`config.mk`:
```
export PLATFORM = sky130hd
export DESIGN_NAME = bin2bcd_ld
export DESIGN_NICKNAME = d
export VERILOG_FILES = /design/src/rtl/bin2bcd_ld.sv
export SDC_FILE = /design/constraint.sdc
export NUM_CORES = 1
export LEC_CHECK = 0
export BUFFER_PORTS_ARGS = -buffer_cell sky130_fd_sc_hd__buf_2
export CAP_MARGIN = 10
export CORE_MARGIN = 5
export CORE_UTILIZATION = 30
export DETAILED_ROUTE_END_ITERATION = 7
export SYNTH_ARGS = -nofsm -noshare
export SYNTH_HDL_FRONTEND = slang
export SYNTH_SLANG_ARGS = --single-unit
```
`constraint.sdc`:
```
create_clock -name CLK -period 3.45 [get_ports CLK]
set_clock_uncertainty 0.1 [all_clocks]
set_input_delay 0.5175 -clock CLK [delete_from_list [all_inputs] [get_ports CLK]]
set_output_delay 0.5175 -clock CLK [all_outputs]
set_load 0.02 [all_outputs]
```
`src/rtl/bin2bcd_ld.sv`:
```
// bin2bcd_ld: sequential binary-to-BCD converter (shift-add-3, one bit per clock).
// It presents the result as parallel-load data and a load strobe for a decade counter chain.
module bin2bcd_ld #(
    parameter int BIN_W  = 14,
    parameter int DIGITS = 4
) (
    input  logic                  CLK,
    input  logic                  CDN,
    input  logic                  START,
    input  logic [BIN_W-1:0]      BIN,
    output logic                  BUSY,
    output logic                  DONE,
    output logic                  LD,
    output logic [4*DIGITS-1:0]   BCD,
    output logic                  OVF
);

    localparam int BW = 4 * DIGITS;
    localparam int CW = $clog2(BIN_W + 1);

    function automatic logic [63:0] pow10(input int n);
        logic [63:0] r;
        r = 64'd1;
        for (int i = 0; i < n; i++) r = r * 64'd10;
        return r;
    endfunction

    localparam logic [63:0]   MAXV  = pow10(DIGITS) - 64'd1;
    localparam logic [BW-1:0] NINES = {DIGITS{4'h9}};
    localparam logic [CW-1:0] LAST  = CW'(BIN_W - 1);

    typedef enum logic [1:0] {S_IDLE, S_CONV, S_DONE} state_t;

    state_t          state_q;
    logic [BIN_W-1:0] sr_q, sr_d;
    logic [BW-1:0]   acc_q, acc_d, adj;
    logic [CW-1:0]   cnt_q;
    logic            ovf_pend_q;
    logic            busy_q, done_q, ovf_q;
    logic [BW-1:0]   bcd_q;

    // One double-dabble step: add 3 to every digit >= 5 independently, then shift in the next MSB.
    // The top accumulator bit falls off; that only happens when the value overflows, which is already flagged.
    always_comb begin
        adj = acc_q;
        for (int d = 0; d < DIGITS; d++) begin
            if (acc_q[4*d +: 4] >= 4'd5) adj[4*d +: 4] = acc_q[4*d +: 4] + 4'd3;
        end
        acc_d = {adj[BW-2:0], sr_q[BIN_W-1]};
        sr_d  = {sr_q[BIN_W-2:0], 1'b0};
    end

    // Control FSM and all datapath/output registers; reset aborts any conversion silently.
    always_ff @(posedge CLK) begin
        if (!CDN) begin
            state_q    <= S_IDLE;
            sr_q       <= '0;
            acc_q      <= '0;
            cnt_q      <= '0;
            ovf_pend_q <= 1'b0;
            busy_q     <= 1'b0;
            done_q     <= 1'b0;
            ovf_q      <= 1'b0;
            bcd_q      <= '0;
        end else begin
            case (state_q)
                S_IDLE: begin
                    if (START) begin
                        sr_q       <= BIN;
                        acc_q      <= '0;
                        cnt_q      <= '0;
                        // Overflow decided from the captured value; published only at DONE.
                        ovf_pend_q <= ({{(64-BIN_W){1'b0}}, BIN} > MAXV);
                        busy_q     <= 1'b1;
                        state_q    <= S_CONV;
                    end
                end
                S_CONV: begin
                    sr_q  <= sr_d;
                    acc_q <= acc_d;
                    cnt_q <= cnt_q + 1'b1;
                    if (cnt_q == LAST) begin
                        bcd_q   <= ovf_pend_q ? NINES : acc_d;
                        ovf_q   <= ovf_pend_q;
                        done_q  <= 1'b1;
                        state_q <= S_DONE;
                    end
                end
                S_DONE: begin
                    busy_q  <= 1'b0;
                    done_q  <= 1'b0;
                    state_q <= S_IDLE;
                end
                default: begin
                    busy_q  <= 1'b0;
                    done_q  <= 1'b0;
                    state_q <= S_IDLE;
                end
            endcase
        end
    end

    assign BUSY = busy_q;
    assign DONE = done_q;
    assign LD   = done_q;
    assign BCD  = bcd_q;
    assign OVF  = ovf_q;

endmodule
```
== Yosys cells after proc, flatten, opt, wreduce, memory -nomap -nowiden ==
Cells that the tools add are included.
Word-level totals
  register bits after elaboration: 56
  latch bits: 0
  RAM bits: 0
  memory bits (read-only): 0
  output and inout port bits: 20
  memories kept: 0
Operators by class
  add/subtract/negate cells: 5
  multiply operators: 0
  div/mod/pow operators: 0
  $lt $le $gt $ge: 5
  equal/unequal tests: 4
  shift-type cells: 0
  muxes and demuxes: 18
  bitwise operators: 2
  reductions and logical operators: 8
Operators with widths (number)
  $mux W16: 2
  $pmux W16 S2: 1
  $pmux W14 S2: 1
  $ge A4 B3 Y1 const B: 4
  $mux W4: 4
  $gt A14 B14 Y1 const B: 1
  $mux W14: 1
  $add A4 B2 Y4 const B: 3
  $reduce_and A2 Y1: 6
  $pmux W4 S2: 1
  $add A4 B1 Y4 const B: 1
  $eq A4 B4 Y1 const B: 1
  $mux W2: 2
  $ne A2 B2 Y1 const B: 2
  $pmux W1 S2: 2
  $pmux W2 S2: 1
  $add A3 B2 Y3 const B: 1
  $mux W3: 1
  $eq A2 B1 Y1 const B: 1
  $logic_not A2 Y1: 1
  $mux W1: 2
  $not A1 Y1: 2
  $reduce_bool A2 Y1: 1

== Logic depth before layout (Yosys ltp) ==
  word-level depth: 3
  depth in mapped cells: 7
  gate-level depth less buffers: 6

== Worst setup path after synthesis ==
No wires, ideal clock.
  path kind: input port to flip-flop
  start point: input START
  end point: register acc_q[11]
  library setup time: 115 ps
  arrival: 1369 ps
  path slack: 1866 ps
  cell stages on the path: 5
  buffers on the path: 1
  path through: or3b_2 -> buf_2 -> nand3_1 -> o21ai_0 -> and2_1
Between the ends
  longest elaborated chain between the ends: 2
Ends and longest elaborated chain
  start: declaration: RTL line 9  | input logic START,
  $ne A2 B2 Y1 (no line)
  $reduce_and A2 Y1 (no line)
  end signal: assignment: RTL line 58  | acc_q <= '0;
  end signal: assignment: RTL line 70  | acc_q <= '0;
  end signal: assignment: RTL line 80  | acc_q <= acc_d;
  end: declaration: RTL line 36  | logic [BW-1:0] acc_q, acc_d, adj;
Every way passes these cells.
A chain may end at the register's enable or synchronous reset.

== Final worst setup path ==
  start point: register state_q[0]
  end point: register bcd_q[9] (netlist: BCD[9])
Between the ends
  longest elaborated chain between the ends: 2
Ends and longest elaborated chain
  start: declaration: RTL line 34  | state_t state_q;
  start signal: assignment: RTL line 56  | state_q <= S_IDLE;
  start signal: assignment: RTL line 75  | state_q <= S_CONV;
  start signal: assignment: RTL line 86  | state_q <= S_DONE;
  $eq A2 B1 Y1: RTL line 66  | case (state_q)
  $reduce_and A2 Y1 (no line)
  end signal: assignment: RTL line 83  | bcd_q <= ovf_pend_q ? NINES : acc_d;
  end: declaration: RTL line 40  | logic [BW-1:0] bcd_q;
Every way passes these cells.

==> run_results.csv <==
group,metric,value,unit
setup_path,crit_slowest_cell,"nor2_2",
setup_path,path_class,"register to register",
global_routing,grt_pass1_vias,1939,
placement,hpwl,4070,um
setup_path,crit_fanout,17,
logic_synthesis,synth_cells,268,
setup_path,cp.required,3.61,ns
clocking,cts_buffers,5,
timing,setup_viol,0,
cells_and_area,diodes,0,
worst_hold_path,hold_path.class,"primary input to register",
clocking,htreeDepth,2,
route,route.detailed.drc,0,
timing,max_freq,0.474,GHz
die,chipWidth,101,um
logic_synthesis,synth_top_area_share,45.4,%
route,via_per_inst,4.99,
flow_run,maxCapViolations,0,
logic_synthesis,synth-seq-area-share,45.4,%
pwr,power.leakage,1.10,nW
setup_path,rrSetupSlack,1.34,ns
logic_synthesis,yosysWarnings,0,
setup_path,start_kind,"register",
pwr,total_power,1.12,mW
route,ant_nets,0,
global_routing,grt_usage,11.6,%
cells_and_area,num-nets-final,323,
die,core,8130,um2
worst_hold_path,worstHoldStart,"BIN[0]",
clocking,path_clk_slew,0.09,ns
timing,hold_ws,0.358,ns
pwr,ir_worst_vdd,0.000180,V
die,ios,37,
clocking,clkSinkCount,56,
route,firstDrtPassIters,4,
placement,postPlaceCellArea,2710,um2
timing,tightest_slew,0.938,ns
die,dieArea,10200,um2
pwr,cellPowerDensity,401,nW/um2
cells_and_area,drive_above_1_share,16.5,%
global_routing,antenna_found_initial,0,
run_status,outcome,"finished, final reports clean",
die,die-height,101,um
timing,rsz0062_at_grt,"false",
logic_synthesis,synth_nets,295,
logic_synthesis,synthDistinctLibCells,35,
worst_hold_path,min_to,"sr_q[0]$_SDFFE_PN0P_",
setup_path,critPathArrivalTime,2.27,ns
die,initial_utilization,30.4,%
route,routedWlPerCell,14.0,um
clocking,cts_buffer_depth,2,
clocking,ctsResizeCount,0,
route,drt_wl_total,5630,um
route,routed-via-count,2005,
global_routing,grt_max_degree,35,
setup_path,r2r_start,"state_q[0]$_SDFFE_PN0P_",
cells_and_area,design_area,2800,um2
global_routing,grt_first_pass_wirelength,9440,um
route,drt_iter0_markers,77,
timing,post-route-period-util,61.2,%
global_routing,gr-total-overflow,0,
timing,drv_slew,0,
logic_synthesis,syn_area_per_cell,9.22,um2
clocking,worstSkewPairLatency,0.31,ns
die,rows,33,
clocking,root_buffer,"clkbuf_8",
setup_path,worstPathCellList,"nand2b_1 > nor2_2 > and3_1 > a32o_1",
clocking,cts_setup_buffers,0,
timing,timing.final.crit_period,2.11,ns
logic_synthesis,synthTopCellsByArea,"dfxtp_1, ha_1, a21boi_0, o21ai_0, a22oi_1",
placement,routabilityCongestion,0.777,
worst_hold_path,holdPathStages,3,
setup_path,r2r_end,"BCD[9]$_SDFFE_PN0P_",
setup_path,worstSetupEndpointType,"register",
logic_synthesis,synth_seq_cells,56,
clocking,tritoncts,"done",
logic_synthesis,synth_top_cell_by_area,"dfxtp_1",
cells_and_area,area_growth_syn_to_layout,13.5,%
setup_path,reg2reg_depth,4,
timing,tns,0,ns
setup_path,slowest_delay,0.53,ns
timing,hold_viol,0,
logic_synthesis,netlist_area,2470,um2
clocking,hold_buffers,0,
placement,port_buffers,36,
timing,relSlewSlack,37.2,%
how the worst max path moves through the flow:
stage	startpoint	endpoint	slack (ns)
global placement	state_q[1]$_SDFFE_PN0P_	BCD[13]$_SDFFE_PN0P_	1.45
global route	state_q[0]$_SDFFE_PN0P_	BCD[1]$_SDFFE_PN0P_	1.18
floorplan	START	acc_q[11]$_SDFFE_PN0P_	1.87
detailed placement	state_q[0]$_SDFFE_PN0P_	BCD[14]$_SDFFE_PN0P_	1.35
finish	state_q[0]$_SDFFE_PN0P_	BCD[9]$_SDFFE_PN0P_	1.34
CTS	state_q[0]$_SDFFE_PN0P_	BCD[14]$_SDFFE_PN0P_	1.33
per-stage QoR:
step           setup WS (ns)  util (%)  std cells
3_3_place_gp            1.45      33.4        394
6_report                1.34      34.5        402
5_1_grt                 1.18      34.5        402
2_1_floorplan           1.87         -        268
4_1_cts                 1.33      34.5        402
3_5_place_dp            1.35      33.4        394
cell type report:
| cell class | count | area, um2 |
|---|---|---|
| Timing Repair Buffer | 39 | 203 |
| Sequential cell | 56 | 1120 |
| Fill cell | 849 | 5330 |
| Tap cell | 105 | 131 |
| Multi-Input combinational cell | 183 | 1220 |
| Inverter | 11 | 41.3 |
| Clock buffer | 8 | 90.1 |
power breakdown:
group	switching [mW]	internal (mW)	leakage, nW
logic	0.0516	0.0316	0.601
registers	0.0106	0.661	0.454
clock network	0.205	0.164	0.0455
total	0.267	0.857	1.10
cells in the mapped netlist:
library cell and instances:
a21boi_0 16, a32o_1 8, dfxtp_1 56, nand3_1 10, buf_6 1, a21oi_1 17
a31oi_1 5, ha_1 10, nor2_1 4, clkbuf_1 6, mux2i_1 4, nor2_2 2
or3b_2 1, nand2_1 24, and3_1 2, o31ai_1 1, nor3b_1 9, buf_2 10
nor4bb_1 1, and2_1 8, nand2b_1 6, buf_4 1, nor3_1 1, xnor2_1 4
o311ai_0 1, a22o_1 8, or2_1 1, nor2b_1 3, a22oi_1 12, nor3b_2 1
xor2_1 1, o21ai_0 21, nor4_1 1, o21bai_1 1, inv_1 11
worst max-delay path: cells and delay by family, from the launching register on:
family,cells,cell delay [ns]
AOI/OAI and AO/OA,1,0.17
DFF,1,0.46
and+or+nand+nor,3,1.31
state kept, by name (all words and copies together) (netlist names):
register / cells
sr_q: 14
BUSY: 1
BCD: 16
ovf_pend_q: 1
DONE: 1
acc_q: 16
state_q: 2
cnt_q: 4
OVF: 1
routing by layer:
layer / vias up / track usage (%) / routed length (um)
met5: - / 0 / 0
met4: 0 / 4.04 / 102
met3: 13 / 2.77 / 291
met2: 55 / 18.2 / 2450
met1: 920 / 15.6 / 2790
li1: 1017 / - / -
placed cells by master, fill, tap and decap left out, types with 8 or more instances in the layout:
| cell type | netlist | routed |
|---|---|---|
| dfxtp_1 | 56 | 56 |
| buf_2 | 10 | 36 |
| nand2_1 | 24 | 24 |
| o21ai_0 | 21 | 21 |
| a21oi_1 | 17 | 17 |
| a21boi_0 | 16 | 16 |
| a22oi_1 | 12 | 12 |
| inv_1 | 11 | 11 |
| nand3_1 | 10 | 10 |
| ha_1 | 10 | 10 |
| nor3b_1 | 9 | 9 |
| a32o_1 | 8 | 8 |
| and2_1 | 8 | 8 |
| a22o_1 | 8 | 8 |
kinds of logic (layout without fill, tap and decap cells):
| group | count (synthesis) | in the layout | synth area share, % |
|---|---|---|---|
| XOR/XNOR | 5 | 5 | 1.77 |
| adder cells (fa/ha/maj) | 10 | 10 | 5.06 |
| AND/OR/NAND/NOR | 74 | 74 | 16.3 |
| AO/OA/AOI/OAI | 90 | 90 | 24.5 |
| buffers and inverters | 29 | 58 | 5.37 |
| flip-flops | 56 | 56 | 45.4 |
| multiplexers | 4 | 4 | 1.62 |
Power figures use the tool's default switching activity.
